$ cat src/rtl/display_pkg.sv
// Shared definitions for the 4-digit multiplexed 7-segment display.
//   - Segment patterns for 0-9, dash and off, bit order {g,f,e,d,c,b,a},
//     active-high (1 = segment lit).
//   - Digit index enum used as the scan position (ones .. thousands).
//   - Packed BCD bundle type and a one-hot digit-enable helper.
package display_pkg;

  localparam logic [6:0] SEG_0    = 7'h3F;
  localparam logic [6:0] SEG_1    = 7'h06;
  localparam logic [6:0] SEG_2    = 7'h5B;
  localparam logic [6:0] SEG_3    = 7'h4F;
  localparam logic [6:0] SEG_4    = 7'h66;
  localparam logic [6:0] SEG_5    = 7'h6D;
  localparam logic [6:0] SEG_6    = 7'h7D;
  localparam logic [6:0] SEG_7    = 7'h07;
  localparam logic [6:0] SEG_8    = 7'h7F;
  localparam logic [6:0] SEG_9    = 7'h6F;
  localparam logic [6:0] SEG_DASH = 7'h40;
  localparam logic [6:0] SEG_OFF  = 7'h00;

  typedef enum logic [1:0] {
    DIG_ONES      = 2'd0,
    DIG_TENS      = 2'd1,
    DIG_HUNDREDS  = 2'd2,
    DIG_THOUSANDS = 2'd3
  } digit_idx_t;

  typedef struct packed {
    logic [3:0] thousands;
    logic [3:0] hundreds;
    logic [3:0] tens;
    logic [3:0] ones;
  } bcd4_t;

  // One-hot anode pattern for a scan position, active-high.
  function automatic logic [3:0] digit_enable(input digit_idx_t idx);
    logic [3:0] en;
    en = '0;
    en[idx] = 1'b1;
    return en;
  endfunction

endpackage

$ cat src/rtl/seg7_decode.sv
// Combinational BCD to 7-segment decoder, active-high output.
//   digit : 4-bit digit value; 0-9 decode normally, 10-15 show a dash
//   blank : forces all segments off (takes priority over digit)
//   seg   : segments {g,f,e,d,c,b,a}, 1 = lit
module seg7_decode
  import display_pkg::*;
(
  input  logic [3:0] digit,
  input  logic       blank,
  output logic [6:0] seg
);

  always_comb begin
    seg = SEG_DASH;
    if (blank) begin
      seg = SEG_OFF;
    end else begin
      case (digit)
        4'd0:    seg = SEG_0;
        4'd1:    seg = SEG_1;
        4'd2:    seg = SEG_2;
        4'd3:    seg = SEG_3;
        4'd4:    seg = SEG_4;
        4'd5:    seg = SEG_5;
        4'd6:    seg = SEG_6;
        4'd7:    seg = SEG_7;
        4'd8:    seg = SEG_8;
        4'd9:    seg = SEG_9;
        default: seg = SEG_DASH;
      endcase
    end
  end

endmodule

$ cat src/rtl/display_mux.sv
// Four-digit time-multiplexed 7-segment display driver.
//   clk, reset  : single clock, synchronous active-high reset
//   load        : one-cycle strobe capturing thousands/hundreds/tens/ones
//   thousands.. : BCD digit inputs
//   blank_lz    : leading-zero blanking enable, used live
//   seg         : registered segments {g,f,e,d,c,b,a}
//   an          : registered one-hot digit enables, an[0] = ones
//   frame_done  : one-cycle pulse when a new 4-digit scan begins
// Parameters: REFRESH_DIV clocks per digit slot (>= 2); ACTIVE_LOW inverts
// seg and an so that 0 means lit/enabled.
module display_mux
  import display_pkg::*;
#(
  parameter int unsigned REFRESH_DIV = 50000,
  parameter logic        ACTIVE_LOW  = 1'b1
) (
  input  logic       clk,
  input  logic       reset,
  input  logic       load,
  input  logic [3:0] thousands,
  input  logic [3:0] hundreds,
  input  logic [3:0] tens,
  input  logic [3:0] ones,
  input  logic       blank_lz,
  output logic [6:0] seg,
  output logic [3:0] an,
  output logic       frame_done
);

  localparam int unsigned     CNT_W   = $clog2(REFRESH_DIV);
  localparam logic [CNT_W-1:0] CNT_MAX = CNT_W'(REFRESH_DIV - 1);
  localparam logic [6:0]      SEG_INV = {7{ACTIVE_LOW}};
  localparam logic [3:0]      AN_INV  = {4{ACTIVE_LOW}};

  if (REFRESH_DIV < 2) begin : g_div_check
    $error("display_mux: REFRESH_DIV must be at least 2");
  end

  logic [CNT_W-1:0] cnt;
  logic             tick;
  logic             frame_end;
  digit_idx_t       idx;
  digit_idx_t       idx_next;
  bcd4_t            live;
  bcd4_t            pend;
  logic             pend_valid;
  bcd4_t            disp;
  bcd4_t            disp_next;
  logic [3:0]       cur_digit;
  logic             cur_blank;
  logic [6:0]       seg_raw;
  logic [3:0]       an_raw;

  assign live      = '{thousands: thousands, hundreds: hundreds,
                       tens: tens, ones: ones};
  assign tick      = (cnt == CNT_MAX);
  assign frame_end = tick && (idx == DIG_THOUSANDS);

  // Slot prescaler.
  always_ff @(posedge clk) begin
    if (reset) begin
      cnt <= '0;
    end else if (tick) begin
      cnt <= '0;
    end else begin
      cnt <= cnt + 1'b1;
    end
  end

  // Scan position: state register.
  always_ff @(posedge clk) begin
    if (reset) begin
      idx <= DIG_ONES;
    end else begin
      idx <= idx_next;
    end
  end

  // Scan position: next state.
  always_comb begin
    idx_next = idx;
    if (tick) begin
      case (idx)
        DIG_ONES:      idx_next = DIG_TENS;
        DIG_TENS:      idx_next = DIG_HUNDREDS;
        DIG_HUNDREDS:  idx_next = DIG_THOUSANDS;
        DIG_THOUSANDS: idx_next = DIG_ONES;
        default:       idx_next = DIG_ONES;
      endcase
    end
  end

  // Display contents only change at frame end. A load landing exactly on
  // frame end bypasses the pending buffer; otherwise it parks there.
  always_comb begin
    disp_next = disp;
    if (frame_end) begin
      if (load) begin
        disp_next = live;
      end else if (pend_valid) begin
        disp_next = pend;
      end
    end
  end

  always_ff @(posedge clk) begin
    if (reset) begin
      disp       <= '0;
      pend       <= '0;
      pend_valid <= 1'b0;
    end else begin
      disp <= disp_next;
      if (frame_end) begin
        pend_valid <= 1'b0;
      end else if (load) begin
        pend       <= live;
        pend_valid <= 1'b1;
      end
    end
  end

  // Scan position: outputs. Built from the next-state values so the
  // registered seg/an track the new slot (and new frame contents) on the
  // same edge that moves the scan.
  always_comb begin
    cur_digit = disp_next.ones;
    cur_blank = 1'b0;
    case (idx_next)
      DIG_ONES: begin
        cur_digit = disp_next.ones;
        cur_blank = 1'b0;
      end
      DIG_TENS: begin
        cur_digit = disp_next.tens;
        cur_blank = blank_lz && (disp_next.thousands == 4'd0)
                    && (disp_next.hundreds == 4'd0) && (disp_next.tens == 4'd0);
      end
      DIG_HUNDREDS: begin
        cur_digit = disp_next.hundreds;
        cur_blank = blank_lz && (disp_next.thousands == 4'd0)
                    && (disp_next.hundreds == 4'd0);
      end
      DIG_THOUSANDS: begin
        cur_digit = disp_next.thousands;
        cur_blank = blank_lz && (disp_next.thousands == 4'd0);
      end
      default: begin
        cur_digit = disp_next.ones;
        cur_blank = 1'b0;
      end
    endcase
    an_raw = digit_enable(idx_next);
  end

  seg7_decode u_decode (
    .digit (cur_digit),
    .blank (cur_blank),
    .seg   (seg_raw)
  );

  always_ff @(posedge clk) begin
    if (reset) begin
      seg        <= SEG_INV;
      an         <= AN_INV;
      frame_done <= 1'b0;
    end else begin
      seg        <= seg_raw ^ SEG_INV;
      an         <= an_raw ^ AN_INV;
      frame_done <= frame_end;
    end
  end

endmodule

$ cat config.mk
export PLATFORM = sky130hd
export DESIGN_NAME = display_mux
export DESIGN_NICKNAME = d
export VERILOG_FILES = /design/src/rtl/display_pkg.sv /design/src/rtl/seg7_decode.sv /design/src/rtl/display_mux.sv
export SDC_FILE = /design/constraint.sdc
export NUM_CORES = 1
export LEC_CHECK = 0
export CAP_MARGIN = 10
export CORE_MARGIN = 2
export CORE_UTILIZATION = 30
export CTS_CLUSTER_DIAMETER = 60
export DETAILED_ROUTE_END_ITERATION = 6
export GPL_TIMING_DRIVEN = 0
export MAX_ROUTING_LAYER = met4
export PLACE_DENSITY = 0.61
export RECOVER_POWER = 50
export SETUP_SLACK_MARGIN = 0.05
export SLEW_MARGIN = 20
export SYNTH_ARGS = -nofsm -noshare
export SYNTH_HDL_FRONTEND = slang
export SYNTH_SLANG_ARGS = --single-unit
export TNS_END_PERCENT = 100
$ cat constraint.sdc
create_clock -name clk -period 2.96 [get_ports clk]
set_clock_uncertainty 0.15 [all_clocks]
set_input_delay 0.444 -clock clk [delete_from_list [all_inputs] [get_ports clk]]
set_output_delay 0.444 -clock clk [all_outputs]
set_load 0.03 [all_outputs]
==> run metrics <==
status finished, violations left; violated checks negative setup slack; CP peak stage delay 560 ps; Post-synth EDFFs 0; total number of vias 2845; CTS tree done; Row Count 36; Post-Synth XOR/XNOR Area 4.00%; Synth Area per Inst 8.22 µm²; hold_sp cnt[0]; Initial Util 31.1%; PD cells 405 nW/µm²; Layout Utilization 42.5%; clock latency on the worst-skew pair 340 ps; Max Cap Viol 0; M1 GR Usage 19.6%; startpoint types flip-flop; Routed WL per cell 14.6 µm; # setup viols final 6; Async S/R FF share, synth 0%; Net Count, Synth 402; diode count 0; WP data required 3050 ps; Root Buffer clkbuf_8; Std-Cell Core Area 9860 µm²; Detailed Place HPWL 5660 µm; clock group share of total power 39.7%; post-synthesis mux area share 5.06%; gr busiest metal met2; fin. max-slew vios 0; Syn-to-layout area delta 36.6%; Final nets 466; Die ar. 11000 µm²; final setup TNS -690 ps; Syn Inst Count 373; met2 Track Usage GR 25.6%; post-synthesis sequential area ratio 41.1%; Residual DRC 0; CTS Buf Count 9; Max FO, Critical Path 5; Global Route Usage Sum 16.0%; actual slew at the worst max-slew pin 639 ps; Switching Share 25.0%; crit end category flip-flop; Die X 105 µm; largest family of logic cells by synthesized area simple AND/OR/NAND/NOR gates; GR Util met3 3.93%; Yosys warning total 0; Synth cell types 47; Synth Flop Type dfxtp_1; worst setup slack after layout -181 ps; final cycle utilization of the critical path 106%; Lkg Pwr 0.00161 µW; Rel. slew slack 57.4%; CP max stage cell or4b_4; Tot Pwr 1700 µW; min cycle time layout 3140 ps; first-pass GRT wire length 13600 µm; Final GP Congestion 0.884; Mapped Area 3070 µm²; Max Freq 318 MHz; WL final 8390 µm; GRT overflow 0; share of post-route cells with drive strength above 1 22.9%; WHS 306 ps; Synth Area in Adders 3.67%; Worst R2R Start cnt[5]; vias in the first global route 2830; CTS clk-pin slew, worst paths 70 ps; Compound-Gate Fraction of Synth Area 15.9%; CTS Sinks 63; Sw Pwr 424 µW; kind of critical path reg -> reg; sequential share of power 52.0%; largest net degree at the start of global routing 11; Pint 1270 µW; detailed-route vias per instance 4.95; WP data arrival 3230 ps; H-tree levels 3; Simple-Gate Fraction of Synth Area 25.3%; CP Launch Point cnt[5]; initial antenna violation count 0; RSZ-0062 raised after global routing true; IO Pins 32; VDD IR-drop max 0.222 mV; Gate power share 8.3%; CTS max path bufs 2; Buffers on Ports 30; crit-path most repeated cell buf_6; TritonRoute pass-1 iters 4; worst path cell trace or4b_4, or4_4, buf_6, buf_6, nand2_2, and3_4, o22ai_2, or3_4, inv_4, ha_2, inv_2, o21a_1, a211oi_2, o21ai_1; Hold Crit Class reg -> reg; final hold vios 0; DRT antenna net count 0; Filler cells 947; FF+latch count, synth 63; Die Height 105 µm; DR iter-0 viols 179
## power groups by stage
stage | sequential (µW) | combinational, µW | clock, µW
2_1_floorplan | 908 | 62.5 | 0
3_3_place_gp | 900 | 135 | 0
3_5_place_dp | 901 | 137 | 0
4_1_cts | 881 | 139 | 686
5_1_grt | 884 | 154 | 728
6_report | 882 | 141 | 673
## metal layers
metal / vias to the layer above / wire length, µm
li1: 1415 / -
met1: 1351 / 3660
met2: 60 / 4170
met3: 19 / 391
met4: 0 / 167
met5: - / 0
## worst max-delay path: cells and delay by family (launching register included)
family,cells,cell delay (ps)
buffers and inverters,4,370
flip-flops,1,340
AND/OR/NAND/NOR,5,1590
adder cells (fa/ha/maj),1,170
AO/OA/AOI/OAI,4,400
## kinds of logic (layout without fill, tap and decap cells)
group           Yosys count  in the layout
xor+xnor                 14             14
fa+ha+maj                 9              9
buf+inv                  36            105
compound gates           71             71
mux                      15             15
simple gates            165            165
flops                    63             63
## synthesized netlist by cell type, types with 2 or more instances
| master | n | area share, % |
|---|---|---|
| xor2_1 | 8 | 2.3 |
| a31oi_1 | 3 | 0.61 |
| a21oi_1 | 20 | 3.3 |
| a32oi_1 | 9 | 2.6 |
| and3_1 | 10 | 2.0 |
| mux2_1 | 2 | 0.73 |
| a32o_1 | 4 | 1.3 |
| and2_1 | 4 | 0.82 |
| a22oi_1 | 2 | 0.49 |
| nor2_1 | 55 | 6.7 |
| o21ai_1 | 5 | 0.82 |
| nor3_1 | 3 | 0.49 |
| clkbuf_1 | 15 | 1.8 |
| or2_2 | 3 | 0.61 |
| mux2_2 | 2 | 0.73 |
| ha_1 | 9 | 3.7 |
| nand4_1 | 2 | 0.41 |
| inv_1 | 15 | 1.8 |
| mux2i_1 | 11 | 3.6 |
| nand2_1 | 57 | 7.0 |
| or3_1 | 2 | 0.41 |
| nor4_4 | 2 | 1.4 |
| buf_2 | 3 | 0.49 |
| nand3_1 | 16 | 2.6 |
| o21ai_0 | 11 | 1.8 |
| nand2b_1 | 3 | 0.61 |
| o211ai_1 | 4 | 0.98 |
| dfxtp_1 | 63 | 41 |
| o22ai_1 | 3 | 0.61 |
| nand4bb_1 | 2 | 0.73 |
| nor2b_1 | 4 | 0.82 |
| xnor2_1 | 6 | 1.7 |
## repair_timing
item / 4_1_cts / 5_1_grt
setup endpoints to repair: 7 / 7
buffers inserted: 16 / 8
hold buffers: 0 / 0
pin swaps: 15 / 11
gates resized for setup: 34 / 39
## area by class of cell
cell class	count	area [µm²]	area share, %
clock buffer	12	155	3.70
multi-input combinational	274	1870	44.5
inverter	15	61.3	1.46
timing repair buffer	53	505	12.1
tap	133	166	3.97
clock inverter	4	20.0	0.478
buffer	21	145	3.47
sequential	63	1270	30.3
## placed cells by master (no fill, tap or decap), drive strengths merged, types with 3 or more instances in the layout
cell           Yosys  routed
clkbuf            15      27
o22ai              4       4
clkinv             0       4
nor2b              4       4
o21ai             16      16
a32o               4       4
a32oi              9       9
mux2i             11      11
nand3             16      16
or2                3       3
ha                 9       9
and3              10      10
nor3               3       3
a21oi             20      20
o211ai             4       4
and2               4       4
nand2b             3       3
nand2             57      57
xor2               8       8
nor2              55      55
clkdlybuf4s50      0      30
xnor2              6       6
mux2               4       4
a31oi              3       3
dfxtp             63      63
inv               15      15
buf                6      29
## registers in the layout, indices dropped and copies added, names as in the netlist
name / cells
pend: 16
pend_valid: 1
an: 4
cnt: 16
disp: 16
frame_done: 1
seg: 7
idx: 2
## stage by stage
stage               std cells  instance area [µm²]  setup WS (ps)
CTS                       568                 4000           -191
floorplan                 373                 3090          -95.5
global route              575                 4190           -291
global placement          536                 3560           -493
finish                    575                 4190           -181
detailed placement        536                 3560           -495
## path summary, 6_finish.rpt
kind	to	slack, ps	cells after the start
worst min-delay path	cnt[0]	310	1
worst max register to register	seg[4]	-180	14
worst max-delay path	seg[4]	-180	14
worst min register to register	cnt[0]	310	1
Note: power is estimated with default switching activity, not from simulation.
